`config.mk`:
```
export PLATFORM = sky130hd
export DESIGN_NAME = nvdla_dbb_initiator
export DESIGN_NICKNAME = d
export VERILOG_FILES = /design/src/rtl/nvdla_dbb_initiator.sv
export SDC_FILE = /design/constraint.sdc
export NUM_CORES = 1
export LEC_CHECK = 0
export CAP_MARGIN = 0
export CELL_PAD_IN_SITES_DETAIL_PLACEMENT = 0
export CELL_PAD_IN_SITES_GLOBAL_PLACEMENT = 2
export CORE_ASPECT_RATIO = 1.1
export CORE_MARGIN = 10
export CORE_UTILIZATION = 25
export CTS_CLUSTER_SIZE = 14
export DETAILED_ROUTE_END_ITERATION = 7
export GPL_ROUTABILITY_DRIVEN = 0
export PLACE_DENSITY_LB_ADDON = 0.1
export SLEW_MARGIN = 20
export SYNTH_ARGS = -nofsm -noshare
export SYNTH_HDL_FRONTEND = slang
export SYNTH_SLANG_ARGS = --single-unit
```
`constraint.sdc`:
```
create_clock -name clk_i -period 2.6 [get_ports clk_i]
set_input_delay 0.52 -clock clk_i [delete_from_list [all_inputs] [get_ports clk_i]]
set_output_delay 0.52 -clock clk_i [all_outputs]
set_load 0.005 [all_outputs]
```
`src/rtl/nvdla_dbb_initiator.sv`:
```
// NVDLA DBB initiator: issues one read or write transaction at a time and converts
// between 32-bit HWPE stream words and DBB_DW-bit beats. Optional id check: NVDLA_DBB_INIT_ID_CHECK_EN.
module nvdla_dbb_initiator #(
  parameter int DBB_DW = 64,
  parameter int DBB_AW = 64,
  parameter int ID_W   = 8,
  parameter int LEN_W  = 8
) (
  input  logic                clk_i,
  input  logic                rst_ni,
  input  logic                clear_i,
  input  logic                cmd_valid_i,
  output logic                cmd_ready_o,
  input  logic                cmd_write_i,
  input  logic [DBB_AW-1:0]   cmd_addr_i,
  input  logic [LEN_W-1:0]    cmd_len_i,
  input  logic [ID_W-1:0]     cmd_id_i,
  input  logic                wr_s_valid_i,
  output logic                wr_s_ready_o,
  input  logic [31:0]         wr_s_data_i,
  input  logic [3:0]          wr_s_strb_i,
  output logic                rd_s_valid_o,
  input  logic                rd_s_ready_i,
  output logic [31:0]         rd_s_data_o,
  output logic [3:0]          rd_s_strb_o,
  output logic                dbb_req_valid_o,
  input  logic                dbb_req_ready_i,
  output logic                dbb_req_write_o,
  output logic [DBB_AW-1:0]   dbb_req_addr_o,
  output logic [LEN_W-1:0]    dbb_req_len_o,
  output logic [ID_W-1:0]     dbb_req_id_o,
  output logic                dbb_wd_valid_o,
  input  logic                dbb_wd_ready_i,
  output logic [DBB_DW-1:0]   dbb_wd_data_o,
  output logic [DBB_DW/8-1:0] dbb_wd_strb_o,
  output logic                dbb_wd_last_o,
  input  logic                dbb_wr_rsp_valid_i,
  output logic                dbb_wr_rsp_ready_o,
  input  logic [ID_W-1:0]     dbb_wr_rsp_id_i,
  input  logic                dbb_rd_valid_i,
  output logic                dbb_rd_ready_o,
  input  logic [DBB_DW-1:0]   dbb_rd_data_i,
  input  logic [ID_W-1:0]     dbb_rd_id_i,
  input  logic                dbb_rd_last_i,
  output logic                done_o,
  output logic                err_o
);

  localparam int R    = DBB_DW / 32;
  localparam int WI_W = (R > 1) ? $clog2(R) : 1;
  localparam int SW   = DBB_DW / 8;

  typedef enum logic [2:0] {
    IDLE, REQ, WR_FILL, WR_BEAT, WR_RSP, RD_WAIT, RD_DRAIN
  } state_e;

  state_e              state_q, state_d;
  logic                init_q, init_d;
  logic                write_q, write_d;
  logic [DBB_AW-1:0]   addr_q, addr_d;
  logic [LEN_W-1:0]    len_q, len_d;
  logic [ID_W-1:0]     id_q, id_d;
  logic [LEN_W-1:0]    bc_q, bc_d;
  logic [WI_W-1:0]     wi_q, wi_d;
  logic [DBB_DW-1:0]   wbuf_q, wbuf_d;
  logic [SW-1:0]       wstrb_q, wstrb_d;
  logic [DBB_DW-1:0]   rbuf_q, rbuf_d;
  logic                rlast_q, rlast_d;
  logic                done_q, done_d;
  logic                last_beat;
  logic                last_word;

  assign last_beat       = (bc_q == len_q - 1'b1);
  assign last_word       = (wi_q == WI_W'(R - 1));
  assign dbb_req_write_o = write_q;
  assign dbb_req_addr_o  = addr_q;
  assign dbb_req_len_o   = len_q;
  assign dbb_req_id_o    = id_q;
  assign dbb_wd_data_o   = wbuf_q;
  assign dbb_wd_strb_o   = wstrb_q;
  assign rd_s_strb_o     = 4'hF;
  assign done_o          = done_q;

  // NOTE: every output and _d is given a default before the case so no path infers a latch.
  always_comb begin
    state_d            = state_q;
    init_d             = 1'b1;
    write_d            = write_q;
    addr_d             = addr_q;
    len_d              = len_q;
    id_d               = id_q;
    bc_d               = bc_q;
    wi_d               = wi_q;
    wbuf_d             = wbuf_q;
    wstrb_d            = wstrb_q;
    rbuf_d             = rbuf_q;
    rlast_d            = rlast_q;
    done_d             = 1'b0;
    cmd_ready_o        = 1'b0;
    wr_s_ready_o       = 1'b0;
    rd_s_valid_o       = 1'b0;
    dbb_req_valid_o    = 1'b0;
    dbb_wd_valid_o     = 1'b0;
    dbb_wd_last_o      = 1'b0;
    dbb_wr_rsp_ready_o = 1'b0;
    dbb_rd_ready_o     = 1'b0;
    rd_s_data_o        = '0;

    for (int i = 0; i < R; i++) begin
      if (wi_q == WI_W'(i)) rd_s_data_o = rbuf_q[32*i +: 32];
    end

    unique case (state_q)
      IDLE: begin
        // init_q keeps cmd_ready low for the first cycle after reset or clear.
        cmd_ready_o = init_q;
        if (cmd_valid_i && init_q) begin
          write_d = cmd_write_i;
          addr_d  = cmd_addr_i;
          len_d   = (cmd_len_i == '0) ? LEN_W'(1) : cmd_len_i;
          id_d    = cmd_id_i;
          bc_d    = '0;
          wi_d    = '0;
          state_d = REQ;
        end
      end
      REQ: begin
        dbb_req_valid_o = 1'b1;
        if (dbb_req_ready_i) state_d = write_q ? WR_FILL : RD_WAIT;
      end
      WR_FILL: begin
        wr_s_ready_o = 1'b1;
        if (wr_s_valid_i) begin
          for (int i = 0; i < R; i++) begin
            if (wi_q == WI_W'(i)) begin
              wbuf_d[32*i +: 32] = wr_s_data_i;
              wstrb_d[4*i +: 4]  = wr_s_strb_i;
            end
          end
          if (last_word) begin
            wi_d    = '0;
            state_d = WR_BEAT;
          end else begin
            wi_d = wi_q + 1'b1;
          end
        end
      end
      WR_BEAT: begin
        dbb_wd_valid_o = 1'b1;
        dbb_wd_last_o  = last_beat;
        if (dbb_wd_ready_i) begin
          bc_d    = last_beat ? '0 : bc_q + 1'b1;
          state_d = last_beat ? WR_RSP : WR_FILL;
        end
      end
      WR_RSP: begin
        dbb_wr_rsp_ready_o = 1'b1;
        if (dbb_wr_rsp_valid_i) begin
          done_d  = 1'b1;
          state_d = IDLE;
        end
      end
      RD_WAIT: begin
        dbb_rd_ready_o = 1'b1;
        if (dbb_rd_valid_i) begin
          rbuf_d  = dbb_rd_data_i;
          rlast_d = dbb_rd_last_i | last_beat;
          bc_d    = last_beat ? '0 : bc_q + 1'b1;
          wi_d    = '0;
          state_d = RD_DRAIN;
        end
      end
      RD_DRAIN: begin
        rd_s_valid_o = 1'b1;
        if (rd_s_ready_i) begin
          if (last_word) begin
            wi_d = '0;
            if (rlast_q) begin
              done_d  = 1'b1;
              state_d = IDLE;
            end else begin
              state_d = RD_WAIT;
            end
          end else begin
            wi_d = wi_q + 1'b1;
          end
        end
      end
      default: state_d = IDLE;
    endcase

    if (clear_i) begin
      state_d = IDLE;
      init_d  = 1'b0;
      write_d = 1'b0;
      addr_d  = '0;
      len_d   = '0;
      id_d    = '0;
      bc_d    = '0;
      wi_d    = '0;
      wbuf_d  = '0;
      wstrb_d = '0;
      rbuf_d  = '0;
      rlast_d = 1'b0;
      done_d  = 1'b0;
    end
  end

  // NOTE: sequential state uses non-blocking assignments so all flops update together.
  always_ff @(posedge clk_i or negedge rst_ni) begin
    if (!rst_ni) begin
      state_q <= IDLE;
      init_q  <= 1'b0;
      write_q <= 1'b0;
      addr_q  <= '0;
      len_q   <= '0;
      id_q    <= '0;
      bc_q    <= '0;
      wi_q    <= '0;
      wbuf_q  <= '0;
      wstrb_q <= '0;
      rbuf_q  <= '0;
      rlast_q <= 1'b0;
      done_q  <= 1'b0;
    end else begin
      state_q <= state_d;
      init_q  <= init_d;
      write_q <= write_d;
      addr_q  <= addr_d;
      len_q   <= len_d;
      id_q    <= id_d;
      bc_q    <= bc_d;
      wi_q    <= wi_d;
      wbuf_q  <= wbuf_d;
      wstrb_q <= wstrb_d;
      rbuf_q  <= rbuf_d;
      rlast_q <= rlast_d;
      done_q  <= done_d;
    end
  end

`ifdef NVDLA_DBB_INIT_ID_CHECK_EN
  logic err_q, err_d;

  always_comb begin
    err_d = err_q;
    if (state_q == WR_RSP && dbb_wr_rsp_valid_i && dbb_wr_rsp_id_i != id_q) err_d = 1'b1;
    if (state_q == RD_WAIT && dbb_rd_valid_i && dbb_rd_id_i != id_q) err_d = 1'b1;
    if (clear_i) err_d = 1'b0;
  end

  always_ff @(posedge clk_i or negedge rst_ni) begin
    if (!rst_ni) err_q <= 1'b0;
    else         err_q <= err_d;
  end

  assign err_o = err_q;
`else
  logic unused_ids;
  assign unused_ids = ^{dbb_wr_rsp_id_i, dbb_rd_id_i};
  assign err_o      = 1'b0;
`endif

endmodule

```
Word level (Yosys, flattened, before mapping)
Cells that the tools add are included.
- bits in registers: 232
- input bits: 208
- output and inout port bits: 199
- $add $sub $neg: 3
- eq/ne operators: 17
- mux-type cells: 72
- bitwise logic cells: 1
- reduce and logical (&&, ||, !) cells: 19
- operators with widths (operator ; count):
    2-to-1 mux 64 bit ; 9
    2-to-1 mux 8 bit ; 15
    2-to-1 mux 32 bit ; 3
    2-to-1 mux 3 bit ; 13
    != test 3 bit (second input constant) ; 9
    2-to-1 mux 1 bit ; 26
    case mux 8 bit (3 select lines) ; 1
    case mux 3 bit (7 select lines) ; 1
    nonzero test 2 bit ; 7
    equality test 3 bit (second input constant) ; 3
    AND reduction 9 bit ; 1
    adder 8 x 1 -> 8 bit (second input constant) ; 1
    equality test 8 bit ; 1
    logical NOT 8 bit ; 1
    2-to-1 mux 4 bit ; 2
    subtractor 8 x 1 -> 8 bit (second input constant) ; 1
    equality test 3 x 2 -> 1 bit (second input constant) ; 2
    AND reduction 3 bit ; 2
    AND reduction 5 bit ; 1
    nonzero test 5 bit ; 1
    case mux 1 bit (4 select lines) ; 1
    AND reduction 2 bit ; 2
    AND reduction 4 bit ; 1
    nonzero test 4 bit ; 1
    7 further kinds ; 7

Longest topological paths before layout
Gate-level depths: netlist (run 1).
- word-level depth: 6
- mapped depth: 10
- mapped depth without buffers: 8

Worst setup path after synthesis (run 1)
No wires, ideal clock.
- path kind: reg-to-output
- start: register len_q[0], in the netlist dbb_req_len_o[0]
- end: output port dbb_wd_last_o
- data arrival time: 2.014 ns
- data required time: 2.080 ns
- path slack: 0.066 ns
- cell stages (with the launch flop): 7
- cell sequence: dfrtp_1 -> or4_4 -> or4_1 -> o311ai_1 -> o211ai_2 -> buf_4 -> nor3_1
- cells in the longest elaborated chain, start to end: 3
- ends and longest elaborated chain (element ; line ; text):
    from (decl) ; 61 ; logic [LEN_W-1:0] len_q, len_d;
    from (signal assigned) ; 230 ; len_q <= len_d;
    subtractor 8 x 1 -> 8 bit ; 73 ; assign last_beat = (bc_q == len_q - 1'b1);
    equality test 8 bit ; 73 ;
    2-to-1 mux 1 bit ; 113 ; unique case (state_q)
    to (decl) ; 36 ; output logic dbb_wd_last_o,
Every way passes these cells.

Worst setup path after layout (run 1)
- start: register len_q[3], in the netlist dbb_req_len_o[3]
- end: output port dbb_wd_last_o
The elaborated chain is that of the path after synthesis.

==> results of run 1 <==
[stage by stage]
step                      cells  utilization [%]
after floorplan            1159                -
after global placement     2000            36.87
after detailed placement   2000            36.87
after CTS                  2064            39.56
after global routing       2066            39.76
final                      2069            39.78
[kinds of logic after synthesis]
family	share of synthesized area, %
compound gates	9.838
xor+xnor	0.7681
fa+ha+maj	0.2438
buf+inv	4.145
flops	56.56
mux	3.913
other cells	0.07317
simple gates	24.45
[layer usage]
layer / up-vias / track usage [%] / wire, um
li1: 4625 / - / -
met1: 4518 / 20.59 / 18050
met2: 258 / 26.37 / 19880
met3: 44 / 6.575 / 4041
met4: 8 / 3.613 / 670
met5: - / 0 / 57
[path summary, 6_finish.rpt]
check | start | slack [ns] | end
min in group asynchronous | rst_ni | 0.45 | dbb_wd_data_o[39]
hold / removal | clear_i | 0.33 | done_o
max in group asynchronous | rst_ni | 1.38 | state_q[0]
setup / recovery | dbb_req_len_o[3] | -0.35 | dbb_wd_last_o
setup reg to reg | dbb_req_len_o[3] | 0.18 | bc_q[6]
hold reg to reg | dbb_req_addr_o[9] | 0.46 | dbb_req_addr_o[9]
[final cells by class]
| class | count | area, um2 | share of cell area, % |
|---|---|---|---|
| inverters | 9 | 36.28 | 0.2260 |
| diodes | 3 | 7.507 | 0.04675 |
| repair buffers | 437 | 4418 | 27.52 |
| well taps | 513 | 641.9 | 3.998 |
| clock inverters | 6 | 61.31 | 0.3818 |
| flip-flops and latches | 232 | 5811 | 36.19 |
| clock buffers | 49 | 923.4 | 5.751 |
| multi-input cells | 820 | 4158 | 25.89 |
[flip-flops by register name, summed over array words and instances (netlist names)]
register / cells
dbb_req_len_o: 8
dbb_req_id_o: 8
last_word: 1
dbb_wd_strb_o: 8
dbb_req_write_o: 1
dbb_req_addr_o: 64
bc_q: 8
dbb_wd_data_o: 64
rbuf_q: 64
done_o: 1
state_q: 3
init_q: 1
rlast_q: 1
[what timing repair did]
| item | 4_1_cts | 5_1_grt |
|---|---|---|
| setup endpoints to repair | 21 | 9 |
| pin swaps | 4 | 4 |
| gates resized for setup | 49 | 11 |
| hold buffers | 1 | 0 |
| buffers inserted | 6 | 2 |
| gates cloned | 2 | 0 |
| endpoints found under the hold margin | 41 | 0 |
[report_power, final]
part           leakage, uW  switching [uW]  internal (uW)
registers          0.00318             181           3900
logic              0.00348            1260           1210
clock network     0.000487            1650           2510
[cell usage in the layout (no fill, tap or decap), types with 8 or more instances in the layout]
cell type	netlist	layout
buf_4	6	35
clkbuf_8	0	8
nand2_1	454	453
nor2_1	16	14
dfrtp_1	232	228
clkdlybuf4s50_1	0	347
buf_12	0	13
clkbuf_16	0	31
o21ai_0	44	44
dlygate4sd2_1	0	31
mux2_2	33	33
nand4_1	82	82
clkbuf_1	81	10
a21oi_1	106	105
==> results.sh, run 1 <==
export IMPL_hpwlAfterDp_mm=29.52
export IMPL_hold_class="input port to flop"
export IMPL_synth_main_ff_cell="dfrtp_1"
export IMPL_grt_max_degree=83
export IMPL_syn2layout_area_growth_pct=56.44
export IMPL_nFillCells=4116
export IMPL_grt_remaining_overflow=0
export IMPL_violations="negative setup slack"
export IMPL_die_w_um=213.2
export IMPL_cp_cell_sequence="or4_4 > or4_4 > o311ai_4 > o211ai_2 > nor3_2 > buf_2"
export IMPL_critPathMaxFanout=2
export IMPL_hold_violations=0
export IMPL_slowest_delay_ns=0.54
export IMPL_worstSetupPathType="flop to output pin"
export IMPL_setup_slack_ns=-0.3520
export IMPL_fp_row_count=77
export IMPL_max_vdd_ir_drop_uv=604.2
export IMPL_cp_buffers_inverters=1
export IMPL_coreArea_um2=40370
export IMPL_rsz0062_at_grt="true"
export IMPL_setup_worst_path_start_class="flop"
export IMPL_async_reset_ff_share_pct=100.0
export IMPL_stdcell_area_um2=16060
export IMPL_clock_sinks=232
export IMPL_clk_pin_slew_ns=0.06
export IMPL_holdPathStages=2
export IMPL_slowest_stage="or4_4"
export IMPL_synth_area_um2=10260
export IMPL_netlist_instances=1156
export IMPL_fin_crit_ns=2.952
export IMPL_ys_top_cells_by_area="dfrtp_1, nand2_1, a21oi_1, nand4_1, mux2_2"
export IMPL_slew_violations=0
export IMPL_synth_top_area_share_pct=56.56
export IMPL_crit_top_cell="or4_4"
export IMPL_grt_pass1_wl_mm=63.47
export IMPL_relSlewSlack_pct=33.70
export IMPL_setup_tns_final_ns=-0.3520
export IMPL_finalClockSkew_ns=0.01306
export IMPL_yosysTopAreaCell="dfrtp_1"
export IMPL_p_leak_uw=0.007144
export IMPL_pin_count=407
export IMPL_synth_common_cells="nand2_1, dfrtp_1, a21oi_1, nand4_1, clkbuf_1"
export IMPL_start_util_pct=25.43
export IMPL_wl_per_cell_um=20.64
export IMPL_power_density_nw_per_um2=667.7
export IMPL_portBuffers=385
export IMPL_tightest_slew_ns=0.9944
export IMPL_avgSynthCellArea_um2=8.879
export IMPL_synth_warnings=0
export IMPL_dr_first_iter_drc_count=507
export IMPL_drc=0
export IMPL_grt_antenna_before_repair=4
export IMPL_dp_slack_ns=-0.4188
export IMPL_ys_ff_latch=232
export IMPL_rr_worst_depth=8
export IMPL_worst_setup_path_end_kind="output pin"
export IMPL_fin_crit_sh_pct=113.5
export IMPL_die_h_um=232.5
export IMPL_dpl_cell_area_um2=14880
export IMPL_synth_edf_count=0
export IMPL_grt_usage_pct=16.52
export IMPL_routed_via_density=4.569
export IMPL_outcome="complete, but fails checks"
export IMPL_clock_latency_ns=0.56
export IMPL_critical_path_depth=6
export IMPL_ys_types=54
export IMPL_die_area_um2=49570
export IMPL_clockBufferDepth=3
export IMPL_antenna_left=0
export IMPL_seq_area_frac_synth_pct=56.56
export IMPL_routed_wl_mm=42.70
export IMPL_cts_tree="yes"
export IMPL_first_pass_iters=4
export IMPL_path_delay_family="simple AND/OR/NAND/NOR gates"
export IMPL_setup_violations_final=1
export IMPL_fmax_mhz=338.7
export IMPL_synth_most_common_cell="nand2_1"
export IMPL_drv_cap=0
export IMPL_finalPower_uw=10720
export IMPL_cts_inserted_buffers=30
export IMPL_grt_pass1_vias=9883
export IMPL_critPathArrivalTime_ns=2.43
export IMPL_drive_gt1_share_pct=10.37
export IMPL_final_net_count=1740
export IMPL_htree_levels=1
export IMPL_required_ns=2.08
export IMPL_whs_ns=0.3317
export IMPL_clock_root_buffer="clkbuf_16"
export IMPL_vias=9453
(Power assumes the default switching activity.)
==> run 2, diff against run 1 <==
--- a/config.mk
+++ b/config.mk
@@ -14,8 +14,8 @@
 export CTS_CLUSTER_SIZE = 14
 export DETAILED_ROUTE_END_ITERATION = 7
 export GPL_ROUTABILITY_DRIVEN = 0
+export HOLD_SLACK_MARGIN = 0.05
 export PLACE_DENSITY_LB_ADDON = 0.1
-export SLEW_MARGIN = 20
 export SYNTH_ARGS = -nofsm -noshare
 export SYNTH_HDL_FRONTEND = slang
 export SYNTH_SLANG_ARGS = --single-unit
==> results of run 2 <==
Same layout as run 1: the final DEF is identical, and so are final timing and power.
==> run 3, diff against run 2 <==
--- a/config.mk
+++ b/config.mk
@@ -5,6 +5,7 @@
 export SDC_FILE = /design/constraint.sdc
 export NUM_CORES = 1
 export LEC_CHECK = 0
+export ABC_AREA = 1
 export CAP_MARGIN = 0
 export CELL_PAD_IN_SITES_DETAIL_PLACEMENT = 0
 export CELL_PAD_IN_SITES_GLOBAL_PLACEMENT = 2
==> run 3 against run 2 <==
  * The run now ends clean
  * First-iteration DRC count shrank 27%
  * Largest cell class unchanged
  * Combinational power grew 35%
  * Setup slack gained 0.39 ns
  * Clock-buffer cell count shrank 5
  * Die area shrank 2.7%
  * Final cell count shrank 4.8%
  * Global-route usage shrank 0.86 points
==> results.sh, run 3 <==
export IMPL_outcome="completed"
export IMPL_path_delay_family="simple AND/OR/NAND/NOR gates"
export IMPL_first_pass_iters=4
export IMPL_ys_ff_latch=232
export IMPL_power_frac_seq_pct=37.3
export IMPL_p_switching_uw=3522
export IMPL_grt_antenna_before_repair=6
export IMPL_layoutNonFillerInstCount=1970
export IMPL_power_frac_clock_pct=34.6
export IMPL_grt_pass1_wl_mm=58.77
export IMPL_finalPower_uw=11960
export IMPL_hold_violations=0
export IMPL_final_common_cell="clkdlybuf4s50_1"
export IMPL_routed_via_density=4.349
export IMPL_yosysTopAreaCell="dfrtp_1"
export IMPL_cp_cell_sequence="buf_4 > nor2_2 > nand2_1 > inv_1 > nand3_1 > nand2_1 > nand2_1 > nor2_4 > nand3_2 > inv_1 > buf_2"
export IMPL_coreArea_um2=39270
export IMPL_stdcell_area_um2=15620
export IMPL_drc=0
export IMPL_netlist_instances=1049
export IMPL_whs_ns=0.3667
export IMPL_portBuffers=385
export IMPL_required_ns=2.08
export IMPL_hold_class="input port to flop"
export IMPL_power_density_nw_per_um2=765.8
export IMPL_synth_top_area_share_pct=58.31
export IMPL_pin_count=407
export IMPL_fmax_mhz=390.8
export IMPL_synth_edf_count=0
export IMPL_critPathArrivalTime_ns=2.04
export IMPL_grt_usage_pct=15.66
export IMPL_setup_violations_final=0
export IMPL_async_reset_ff_share_pct=100.0
export IMPL_clk_pin_slew_ns=0.05
export IMPL_critPathMaxFanout=3
export IMPL_slowest_delay_ns=0.39
export IMPL_clock_sinks=232
export IMPL_drv_cap=0
export IMPL_die_w_um=210.3
export IMPL_clock_latency_ns=0.55
export IMPL_synth_common_cells="nand2_1, dfrtp_1, inv_1, a22o_1, o21ai_0"
export IMPL_p_leak_uw=0.007483
export IMPL_setup_slack_ns=0.04101
export IMPL_antenna_left=0
export IMPL_finalClockSkew_ns=0.01229
export IMPL_synth_main_ff_cell="dfrtp_1"
export IMPL_p_int_uw=8436
export IMPL_htree_levels=1
export IMPL_max_vdd_ir_drop_uv=493.9
export IMPL_fin_crit_sh_pct=98.42
export IMPL_clock_root_buffer="clkbuf_16"
export IMPL_routed_wl_mm=38.80
export IMPL_vias=8567
export IMPL_die_area_um2=48210
export IMPL_rsz0062_at_grt="true"
export IMPL_synth_most_common_cell="nand2_1"
export IMPL_most_common_layout_cells="clkdlybuf4s50_1, nand2_1, dfrtp_1, inv_1, a22o_1"
export IMPL_ys_top_cells_by_area="dfrtp_1, nand2_1, a22o_1, inv_1, o21ai_0"
export IMPL_dpl_cell_area_um2=14490
export IMPL_crit_top_cell="nand2_1"
export IMPL_cp_buffers_inverters=4
export IMPL_avgSynthCellArea_um2=9.491
export IMPL_dp_slack_ns=0.03137
export IMPL_worst_setup_path_end_kind="output pin"
export IMPL_dr_first_iter_drc_count=370
export IMPL_power_frac_comb_pct=28.1
export IMPL_die_h_um=229.3
export IMPL_hpwlAfterDp_mm=28.52
export IMPL_syn2layout_area_growth_pct=56.86
export IMPL_wl_per_cell_um=19.70
export IMPL_clockBufferDepth=3
export IMPL_fin_crit_ns=2.559
export IMPL_cts_inserted_buffers=29
export IMPL_synth_warnings=0
export IMPL_start_util_pct=25.35
export IMPL_seq_area_frac_synth_pct=58.31
export IMPL_nFillCells=3944
export IMPL_switching_share_pct=29.45
export IMPL_setup_worst_path_start_class="flop"
export IMPL_fp_row_count=76
export IMPL_cts_tree="yes"
export IMPL_grt_remaining_overflow=0
export IMPL_grt_max_degree=75
export IMPL_slew_violations=0
export IMPL_grt_pass1_vias=8949
export IMPL_synth_area_um2=9956
export IMPL_drive_gt1_share_pct=10.88
export IMPL_ys_types=36
export IMPL_worstSetupPathType="flop to output pin"
export IMPL_final_net_count=1651
export IMPL_slowest_stage="dfrtp_1"
export IMPL_dp_cells=1911
## run 3: changes by cell type after synthesis, moves of 39 or more
cell,previous run,this run
a21oi_1,106,7
nand4_1,82,4
clkbuf_1,81,16
nor2_1,16,60
inv_1,9,103
nand3_1,7,46
a22o_1,2,73
nand2_1,454,300
## run 3: power by group through the flow
stage	logic [uW]	registers, uW	clock network (uW)
after floorplan	1270	4510	0
after global placement	3360	4500	0
after detailed placement	3350	4500	0
after CTS	3420	4450	4310
after global routing	3670	4530	4450
final	3360	4460	4140
## run 3: kinds of logic after synthesis
group                    after synthesis  synth area share (%)
AO/OA/AOI/OAI                        173                 11.80
XOR/XNOR                              10                0.8798
adder cells (fa/ha/maj)                2                0.2513
buffers and inverters                168                 7.214
flip-flops                           232                 58.31
multiplexers                          32                 3.619
other                                  2               0.07543
AND/OR/NAND/NOR                      430                 17.85
## run 3: what timing repair did
item                                    in CTS  in global routing
endpoints found under the hold margin       49                  0
buffers inserted                             3                  2
gates resized for setup                     16                 32
pin swaps                                    5                  2
endpoints found under the setup margin      13                 24
hold buffers                                 1                  0
cloned                                       0                  0
## run 3: cell type report
type | count | area, um2 | area share, %
clock inverter | 8 | 92.59 | 0.5929
sequential | 232 | 5808 | 37.19
timing repair buffer | 418 | 4252 | 27.23
inverter | 108 | 405.4 | 2.596
clock buffer | 44 | 892.1 | 5.713
multi-input combinational | 652 | 3530 | 22.60
antenna | 1 | 2.502 | 0.01602
tap | 507 | 634.4 | 4.062
## run 3: metal layers
| layer | global-route usage (%) | vias up | routed length (um) |
|---|---|---|---|
| li1 | - | 4182 | - |
| met5 | 0 | - | 66 |
| met2 | 25.98 | 245 | 18770 |
| met3 | 4.972 | 46 | 3052 |
| met1 | 19.45 | 4084 | 16340 |
| met4 | 3.330 | 10 | 582 |
## run 3: worst register-to-register path, delay by kind of cell, from the launching register on
family,cells,cell delay (ns)
fa+ha+maj,1,0.21
buf+inv,4,0.32
flops,1,0.39
simple gates,11,0.93
## run 3: stage by stage
step	utilization (%)	setup TNS [ns]
2_1_floorplan	-	0
3_3_place_gp	36.90	0
3_5_place_dp	36.90	0
4_1_cts	39.56	-0.07387
5_1_grt	39.76	-0.1076
6_report	39.76	0
## run 3: final timing paths
| check | from | endpoint | slack, ns | cells past startpoint |
|---|---|---|---|---|
| setup / recovery | dbb_req_len_o[1] | dbb_wd_last_o | 0.04 | 11 |
| hold / removal | clear_i | rbuf_q[62] | 0.37 | 4 |
| min in group asynchronous | rst_ni | dbb_wd_data_o[46] | 0.48 | 2 |
| setup reg to reg | dbb_req_len_o[1] | state_q[1] | 0.64 | 16 |
| max in group asynchronous | rst_ni | dbb_wd_data_o[3] | 1.36 | 3 |
| hold reg to reg | dbb_wd_data_o[17] | dbb_wd_data_o[17] | 0.47 | 2 |
